==> src/rtl/order_ingress_throttle.sv <==
// Ingress FIFO and token-bucket pacer in front of order_manager, with a risk kill-switch.
// CANCELs bypass the token check but never overtake older orders in the FIFO.
module order_ingress_throttle #(
  parameter int DATA_WIDTH    = 32,
  parameter int FIFO_DEPTH    = 16,
  parameter int TOKEN_MAX     = 8,
  parameter int REFILL_PERIOD = 4
) (
  input  logic                          clk,
  input  logic                          rst_n,
  input  logic                          in_valid,
  output logic                          in_ready,
  input  logic [DATA_WIDTH-1:0]         in_symbol,
  input  logic [DATA_WIDTH-1:0]         in_price,
  input  logic [DATA_WIDTH-1:0]         in_volume,
  input  logic [DATA_WIDTH-1:0]         in_id,
  input  logic [7:0]                    in_type,
  output logic                          out_valid,
  input  logic                          out_ready,
  output logic [DATA_WIDTH-1:0]         out_symbol,
  output logic [DATA_WIDTH-1:0]         out_price,
  output logic [DATA_WIDTH-1:0]         out_volume,
  output logic [DATA_WIDTH-1:0]         out_id,
  output logic [7:0]                    out_type,
  input  logic                          risk_violation,
  input  logic                          halt_clear,
  input  logic                          flush,
  output logic                          halted,
  output logic [$clog2(FIFO_DEPTH):0]   fifo_count,
  output logic [$clog2(TOKEN_MAX):0]    tokens,
  output logic [15:0]                   drop_count
);

  localparam int AW = $clog2(FIFO_DEPTH);
  localparam int CW = AW + 1;
  localparam int TW = $clog2(TOKEN_MAX) + 1;
  localparam int RW = (REFILL_PERIOD > 1) ? $clog2(REFILL_PERIOD) : 1;
  localparam int EW = 8 + 4 * DATA_WIDTH;

  localparam logic [7:0] TYPE_BUY    = 8'h01;
  localparam logic [7:0] TYPE_SELL   = 8'h02;
  localparam logic [7:0] TYPE_CANCEL = 8'h03;

  // Entry layout: {type, symbol, price, volume, id}
  logic [EW-1:0] mem [FIFO_DEPTH];

  logic [AW-1:0] wr_ptr_q, wr_ptr_d, rd_ptr_q, rd_ptr_d;
  logic [CW-1:0] count_q, count_d;
  logic [TW-1:0] tokens_q, tokens_d;
  logic [RW-1:0] refill_q, refill_d;
  logic [15:0]   drop_q, drop_d;
  logic          halted_q, halted_d;
  logic          out_valid_q, out_valid_d;
  logic [EW-1:0] out_entry_q, out_entry_d;

  logic          fifo_empty, fifo_full, accept, type_ok, wr_en;
  logic          slot_free, head_cancel, load, consume, refill_wrap, halt_drop;
  logic [EW-1:0] head, wr_entry;
  logic [1:0]    drop_inc;
  logic [16:0]   drop_sum;

  assign fifo_empty  = (count_q == '0);
  assign fifo_full   = (count_q == CW'(FIFO_DEPTH));
  assign in_ready    = !fifo_full && !flush;
  assign accept      = in_valid && in_ready;
  assign type_ok     = (in_type == TYPE_BUY) || (in_type == TYPE_SELL) || (in_type == TYPE_CANCEL);
  assign wr_en       = accept && type_ok;
  assign wr_entry    = {in_type, in_symbol, in_price, in_volume, in_id};

  assign head        = mem[rd_ptr_q];
  assign head_cancel = (head[EW-1 -: 8] == TYPE_CANCEL);
  assign slot_free   = !out_valid_q || out_ready;
  // A halt discard owns the output register this edge, so it also blocks a load.
  assign load        = slot_free && !fifo_empty && !halted_q && !flush && !risk_violation
                       && (head_cancel || (tokens_q != '0));
  assign consume     = load && !head_cancel;
  assign refill_wrap = (refill_q == RW'(REFILL_PERIOD - 1));
  assign halt_drop   = risk_violation && out_valid_q && !flush;

  assign drop_inc    = {1'b0, halt_drop} + {1'b0, accept && !type_ok};
  assign drop_sum    = {1'b0, drop_q} + 17'(drop_inc);

  always_ff @(posedge clk) begin
    if (wr_en) begin
      mem[wr_ptr_q] <= wr_entry;
    end
  end

  always_comb begin
    wr_ptr_d    = wr_ptr_q;
    rd_ptr_d    = rd_ptr_q;
    count_d     = count_q;
    tokens_d    = tokens_q;
    refill_d    = refill_wrap ? '0 : refill_q + 1'b1;
    drop_d      = drop_sum[16] ? 16'hFFFF : drop_sum[15:0];
    halted_d    = halted_q;
    out_valid_d = out_valid_q;
    out_entry_d = out_entry_q;

    if (flush) begin
      wr_ptr_d = '0;
      rd_ptr_d = '0;
      count_d  = '0;
    end else begin
      if (wr_en) wr_ptr_d = wr_ptr_q + 1'b1;
      if (load)  rd_ptr_d = rd_ptr_q + 1'b1;
      case ({wr_en, load})
        2'b10:   count_d = count_q + 1'b1;
        2'b01:   count_d = count_q - 1'b1;
        default: count_d = count_q;
      endcase
    end

    if (refill_wrap && !consume) begin
      tokens_d = (tokens_q == TW'(TOKEN_MAX)) ? tokens_q : tokens_q + 1'b1;
    end else if (consume && !refill_wrap) begin
      tokens_d = tokens_q - 1'b1;
    end

    if (risk_violation) begin
      halted_d = 1'b1;
    end else if (halt_clear) begin
      halted_d = 1'b0;
    end

    if (flush || halt_drop) begin
      out_valid_d = 1'b0;
    end else if (load) begin
      out_valid_d = 1'b1;
      out_entry_d = head;
    end else if (out_ready) begin
      out_valid_d = 1'b0;
    end
  end

  always_ff @(posedge clk) begin
    if (!rst_n) begin
      wr_ptr_q    <= '0;
      rd_ptr_q    <= '0;
      count_q     <= '0;
      tokens_q    <= TW'(TOKEN_MAX);
      refill_q    <= '0;
      drop_q      <= '0;
      halted_q    <= 1'b0;
      out_valid_q <= 1'b0;
      out_entry_q <= '0;
    end else begin
      wr_ptr_q    <= wr_ptr_d;
      rd_ptr_q    <= rd_ptr_d;
      count_q     <= count_d;
      tokens_q    <= tokens_d;
      refill_q    <= refill_d;
      drop_q      <= drop_d;
      halted_q    <= halted_d;
      out_valid_q <= out_valid_d;
      out_entry_q <= out_entry_d;
    end
  end

  assign out_valid  = out_valid_q;
  assign out_type   = out_entry_q[EW-1 -: 8];
  assign out_symbol = out_entry_q[4*DATA_WIDTH-1 -: DATA_WIDTH];
  assign out_price  = out_entry_q[3*DATA_WIDTH-1 -: DATA_WIDTH];
  assign out_volume = out_entry_q[2*DATA_WIDTH-1 -: DATA_WIDTH];
  assign out_id     = out_entry_q[DATA_WIDTH-1:0];
  assign halted     = halted_q;
  assign fifo_count = count_q;
  assign tokens     = tokens_q;
  assign drop_count = drop_q;

endmodule

==> config.mk <==
export PLATFORM = sky130hd
export DESIGN_NAME = order_ingress_throttle
export DESIGN_NICKNAME = d
export VERILOG_FILES = /design/src/rtl/order_ingress_throttle.sv
export SDC_FILE = /design/constraint.sdc
export NUM_CORES = 2
export LEC_CHECK = 0
export BUFFER_PORTS_ARGS = -buffer_cell sky130_fd_sc_hd__buf_2
export CAP_MARGIN = 20
export CORE_ASPECT_RATIO = 0.8
export CORE_MARGIN = 5
export CORE_UTILIZATION = 64
export CTS_BUF_LIST = sky130_fd_sc_hd__clkbuf_2 sky130_fd_sc_hd__clkbuf_4 sky130_fd_sc_hd__clkbuf_8
export CTS_CLUSTER_DIAMETER = 50
export DETAILED_ROUTE_END_ITERATION = 10
export GPL_ROUTABILITY_DRIVEN = 0
export HOLD_SLACK_MARGIN = 0.15
export PLACE_DENSITY_LB_ADDON = 0.12
export RECOVER_POWER = 25
export SYNTH_ARGS = -nofsm -noshare
export SYNTH_HDL_FRONTEND = slang
export SYNTH_SLANG_ARGS = --single-unit
==> constraint.sdc <==
create_clock -name clk -period 17 [get_ports clk]
set_clock_uncertainty 0.1 [all_clocks]
set_input_delay 0.85 -clock clk [delete_from_list [all_inputs] [get_ports clk]]
set_output_delay 0.85 -clock clk [all_outputs]
set_load 0.05 [all_outputs]
; ---- Word level (Yosys, flattened, before mapping)
; Memory sizes are Yosys's and may differ from the RTL's. A register that Yosys moved wholly into a read port is not among the register bits.
; Index checks and enable logic that the tools add are counted.
[classes]
add_sub_neg = 9
eq_ne = 10
mux = 13
n_bitwise = 2
n_reduce_logical = 40
[ops]
columns = operator, count
row1 = == test 8 x 2 -> 1 bit (second input constant), 3
row2 = two-way mux 4 bit, 5
row3 = adder 16 x 2 -> 17 bit, 1
row4 = two-way mux 16 bit, 1
row5 = logical AND 1 bit, 14
row6 = adder 4 x 1 -> 4 bit (second input constant), 3
row7 = zero test 1 bit, 10
row8 = case mux 5 bit (2 select lines), 1
row9 = == test 8 x 1 -> 1 bit (second input constant), 1
row10 = nonzero test 2 bit, 4
row11 = two-way mux 1 bit, 6
row12 = OR reduction 2 bit, 3
row13 = adder 5 x 1 -> 5 bit (second input constant), 1
row14 = == test 5 bit (second input constant), 1
row15 = zero test 5 bit, 1
row16 = logical OR 1 bit, 5
row17 = subtractor 5 x 1 -> 5 bit (second input constant), 1
row18 = == test 2 bit (second input constant), 2
row19 = == test 4 bit (second input constant), 1
row20 = AND reduction 2 bit, 2
row21 = nonzero test 4 bit, 1
row22 = subtractor 4 x 1 -> 4 bit (second input constant), 1
row23 = adder 1 x 1 -> 2 bit, 1
row24 = adder 2 x 1 -> 2 bit (second input constant), 1
row25 = other kinds (3), 4
[totals]
reg_bits = 173
ram_bits = 2176
output_inout_bits = 164
elab_cells = 84
mem_count = 1
[memory_table]
columns = name, words, word_bits, read_ports, rd_clocked_by_memory_dff, wr, line_no
row1 = mem, 16, 136, 1, 1, 1, 45  ; logic [EW-1:0] mem [FIFO_DEPTH];

; ---- Depth between registers and ports, before layout
[logic_depth]
ltp_word = 12
depth_mapped = 20
mapped_depth_nobuf = 15

; ---- Least setup slack after synthesis
; OpenSTA, ideal clock, no wires.
[synth_path]
kind = flip-flop to flip-flop
start = register count_q[0] (netlist: fifo_count[0])
end = memory mem[3][0] in the netlist's numbering, enable pin
setup_time_ns = 0.798
arrival_time_ns = 11.547
setup_slack_ns = 4.556
path_stages_with_launch = 8
cell_sequence = dfxtp_1 > or4_1 > nor2_1 > nor2_1 > and3_1 > clkbuf_1 > nand2_1 > nor3_1
[synth_via]
elab_chain_len = 7
[synth_lines]
columns = item, line_no
row1 = start: declaration, 48  ; logic [CW-1:0] count_q, count_d;
row2 = start signal: assignment, 150  ; count_q <= count_d;
row3 = == test 5 bit, 63  ; assign fifo_full = (count_q == CW'(FIFO_DEPTH));
row4 = zero test 1 bit, 64  ; assign in_ready = !fifo_full && !flush;
row5 = logical AND 1 bit, 64
row6 = via in_ready, 12  ; output logic in_ready,
row7 = logical AND 1 bit, 65  ; assign accept = in_valid && in_ready;
row8 = logical AND 1 bit, 67  ; assign wr_en = accept && type_ok;
row9 = two-way mux 1 bit, 84  ; if (wr_en) begin
row10 = two-way mux 1 bit (not written as such), 85  ; mem[wr_ptr_q] <= wr_entry;
row11 = end: declaration, 45
; The timed path passes the listed nets, and every way through them passes these cells.

==> results.sh <==
export IMPL_outcome="finished, final reports clean"
export IMPL_initial_core_util=0.643
export IMPL_die_y_um=343
export IMPL_setup_tns_ns=0
export IMPL_core_area_sq_um=138000
export IMPL_clockBufferDepth=4
export IMPL_drtAntennaViolNets=0
export IMPL_rsz0062_at_grt="false"
export IMPL_dieArea_sq_um=146000
export IMPL_final_hold_violation_count=0
export IMPL_first_global_vias=44400
export IMPL_holdWs_ns=0.327
export IMPL_reg2regPathDepth=18
export IMPL_fin_util=0.730
export IMPL_wl_per_cell_um=30.3
export IMPL_timing_critical_path_to="fifo_count[4]"
export IMPL_slew_violations=0
export IMPL_swShare=0.197
export IMPL_synth_area_per_cell_sq_um=22.6
export IMPL_seq_area_frac_synth=0.777
export IMPL_r2r_slack_ns=9.75
export IMPL_tightest_slew_ns=1.19
export IMPL_async_flop_share=0
export IMPL_cpLargestDelayFamily="buffers and inverters"
export IMPL_pwr_share_clk=0.412
export IMPL_slowest_delay_ns=1.02
export IMPL_intPower_uw=8800
export IMPL_grt_pass1_wl_um=299000
export IMPL_grt_usage=0.283
export IMPL_hp_class="register to register"
export IMPL_grt_overflow=0
export IMPL_areaGrowthSynthToFinish_pct=13.5
export IMPL_required_ns=17.82
export IMPL_cts_setup_buffers=0
export IMPL_num_fill_cells=7994
export IMPL_cts_made_buffers=356
export IMPL_p_sw_uw=2160
export IMPL_layout_commonest_cell="edfxtp_1"
export IMPL_ys_types=53
export IMPL_place_ws_ns=9.86
export IMPL_num_rows=122
export IMPL_maxSlewHeadroom=0.207
export IMPL_hpwl_um=103000
export IMPL_syn_area_sq_um=88700
export IMPL_dp_cells=5928
export IMPL_die_w_um=426
export IMPL_cts_tree="done"
export IMPL_ir_drop_mv=0.102
export IMPL_pin_count=307
export IMPL_p_leak_uw=0.0314
export IMPL_combPwrFrac=0.012
export IMPL_clk_transition_reported_paths_ns=0.06
export IMPL_drc_errors=0
export IMPL_setup_ws_ns=9.75
export IMPL_post_route_period_util=0.427
export IMPL_grt_antenna_before_repair=18
export IMPL_clock_latency_ns=1.02
export IMPL_critPathMostFrequentCell="buf_4"
export IMPL_drt_initial_drc_count=5069
export IMPL_vias=43700
export IMPL_setup_violations=0
export IMPL_finalCriticalPeriod_ns=7.25
export IMPL_cts_root_buf="clkbuf_8"
export IMPL_syn_nets=4086
export IMPL_max_freq_ghz=0.138
export IMPL_synth_cells=3927
export IMPL_ys_seq_elements=2353
export IMPL_crit_cells=18
export IMPL_port_buffers=306
export IMPL_fin_cells=6711
export IMPL_seqPwrFrac=0.576
export IMPL_crit_slowest_cell="dfxtp_4"
export IMPL_wl_um=203000
export IMPL_grt_max_degree=150
export IMPL_via_per_inst=6.51
export IMPL_htree_levels=5
export IMPL_synth_edf_count=2176
export IMPL_nNetsFinal=4726
export IMPL_maxCapViolations=0
export IMPL_setup_worst_path_end_class="register"
export IMPL_first_pass_iters=5
export IMPL_path_buf_inv=5
export IMPL_worstPathMaxFanout=75
export IMPL_yosysWarnings=0
export IMPL_final_cell_mix="edfxtp_1 (2176), mux4_2 (667), clkbuf_8 (386), buf_2 (218), dfxtp_1 (174)"
export IMPL_cts_sinks=2353
export IMPL_ys_flop_type="edfxtp_1"
export IMPL_reg2reg_to="fifo_count[4]"
export IMPL_cp_data_arrival_time_ns=8.07
export IMPL_powerDensity_nw_per_um2=109
export IMPL_critPathKind="register to register"
export IMPL_critPathLaunchType="register"
export IMPL_drive_gt1_frac=0.321
export IMPL_crit_chain="buf_4, buf_4, mux4_2, mux2_2, nor4_1, a22o_1, a21boi_4, buf_4, nor2_1, ha_1, inv_1, fa_1, inv_1, a21o_1, a21oi_1, xnor2_1, or3_1, a21oi_1"
==> layer usage <==
metal  routed length (um)  vias to the layer above  track usage
li1                     -                    17900            -
met1                81000                    23100        0.428
met2                98500                     2339        0.436
met3                19500                      319       0.0589
met4                 4340                        8       0.0758
met5                   49                        -            0
==> timing repair <==
item / 4_1_cts / 5_1_grt
endpoints found under the hold margin: 2182 / 0
hold buffers: 141 / 0
resized for setup: 0 / 0
==> power groups by stage <==
stage	registers (uW)	logic [uW]	clock network [uW]
floorplan	6440	11.9	0
global placement	6440	96.3	0
detailed placement	6440	103	0
CTS	6320	133	4590
global route	6310	142	4890
finish	6320	131	4520
==> Yosys cell counts, types with 5 or more instances <==
master | count | area share
a21oi_1 | 163 | 0.0092
buf_1 | 68 | 0.0029
buf_2 | 23 | 0.0013
clkbuf_1 | 139 | 0.0059
dfxtp_1 | 177 | 0.040
edfxtp_1 | 2176 | 0.74
ha_1 | 13 | 0.0018
inv_1 | 14 | 0.00059
mux2_2 | 7 | 0.00089
mux2i_1 | 22 | 0.0025
mux4_2 | 667 | 0.17
nand2_1 | 26 | 0.0011
nand2b_1 | 5 | 0.00035
nand3_1 | 140 | 0.0079
nor2_1 | 46 | 0.0019
nor3_1 | 9 | 0.00051
nor4_1 | 5 | 0.00035
o21ai_0 | 138 | 0.0078
xnor2_1 | 7 | 0.00069
xor2_1 | 14 | 0.0014
==> worst min path at each step <==
stage / start / endpoint / slack [ns] / cells after the start
finish: refill_q[0] / refill_q[0] / 0.33 / 1
global route: refill_q[0] / refill_q[0] / 0.34 / 1
CTS: refill_q[0] / refill_q[0] / 0.33 / 1
detailed placement: refill_q[0] / refill_q[0] / 0.32 / 1
global placement: refill_q[0] / refill_q[0] / 0.32 / 1
floorplan: refill_q[0] / refill_q[0] / 0.30 / 1
==> through the flow <==
stage | power, uW | instance area [sq um]
2_1_floorplan | 6460 | 88700
3_3_place_gp | 6540 | 92400
3_5_place_dp | 6540 | 92400
4_1_cts | 11000 | 101000
5_1_grt | 11300 | 101000
6_report | 11000 | 101000
==> cell families after synthesis <==
logic type	Yosys count	share of synthesized area
xor gates and xnor gates	21	0.00207
buffers and inverters	252	0.0115
DFF	2353	0.777
adders and majority gates	16	0.00251
and+or+nand+nor	256	0.0141
AOI/OAI and AO/OA	331	0.0199
muxes	698	0.173
==> area by class of cell <==
type / instances / area, sq um / share of cell area
multi-input cells: 1322 / 18900 / 0.188
well taps: 1860 / 2330 / 0.0231
flip-flops and latches: 2353 / 68900 / 0.684
diodes: 10 / 25.0 / 0.000249
repair buffers: 519 / 3510 / 0.0349
clock buffers: 519 / 6310 / 0.0627
inverters: 15 / 68.8 / 0.000683
clock inverters: 113 / 618 / 0.00614
==> flip-flops by register name, summed over array words and instances (netlist names), named ones only <==
name	cells
drop_count	16
refill_q	2
mem	2176
rd_ptr_q	4
wr_ptr_q	4
fifo_count	5
halted	1
out_valid	1
out_entry_q	136
tokens	4
==> worst register-to-register path: cells and delay by family, from the launching register on <==
kind | cells | cell delay (ns)
buffers and inverters | 5 | 2.61
and+or+nand+nor | 3 | 1.04
DFF | 1 | 1.02
AOI/OAI and AO/OA | 5 | 0.81
muxes | 2 | 0.76
adders and majority gates | 2 | 0.71
xor gates and xnor gates | 1 | 0.13
Power figures use the tool's default switching activity.
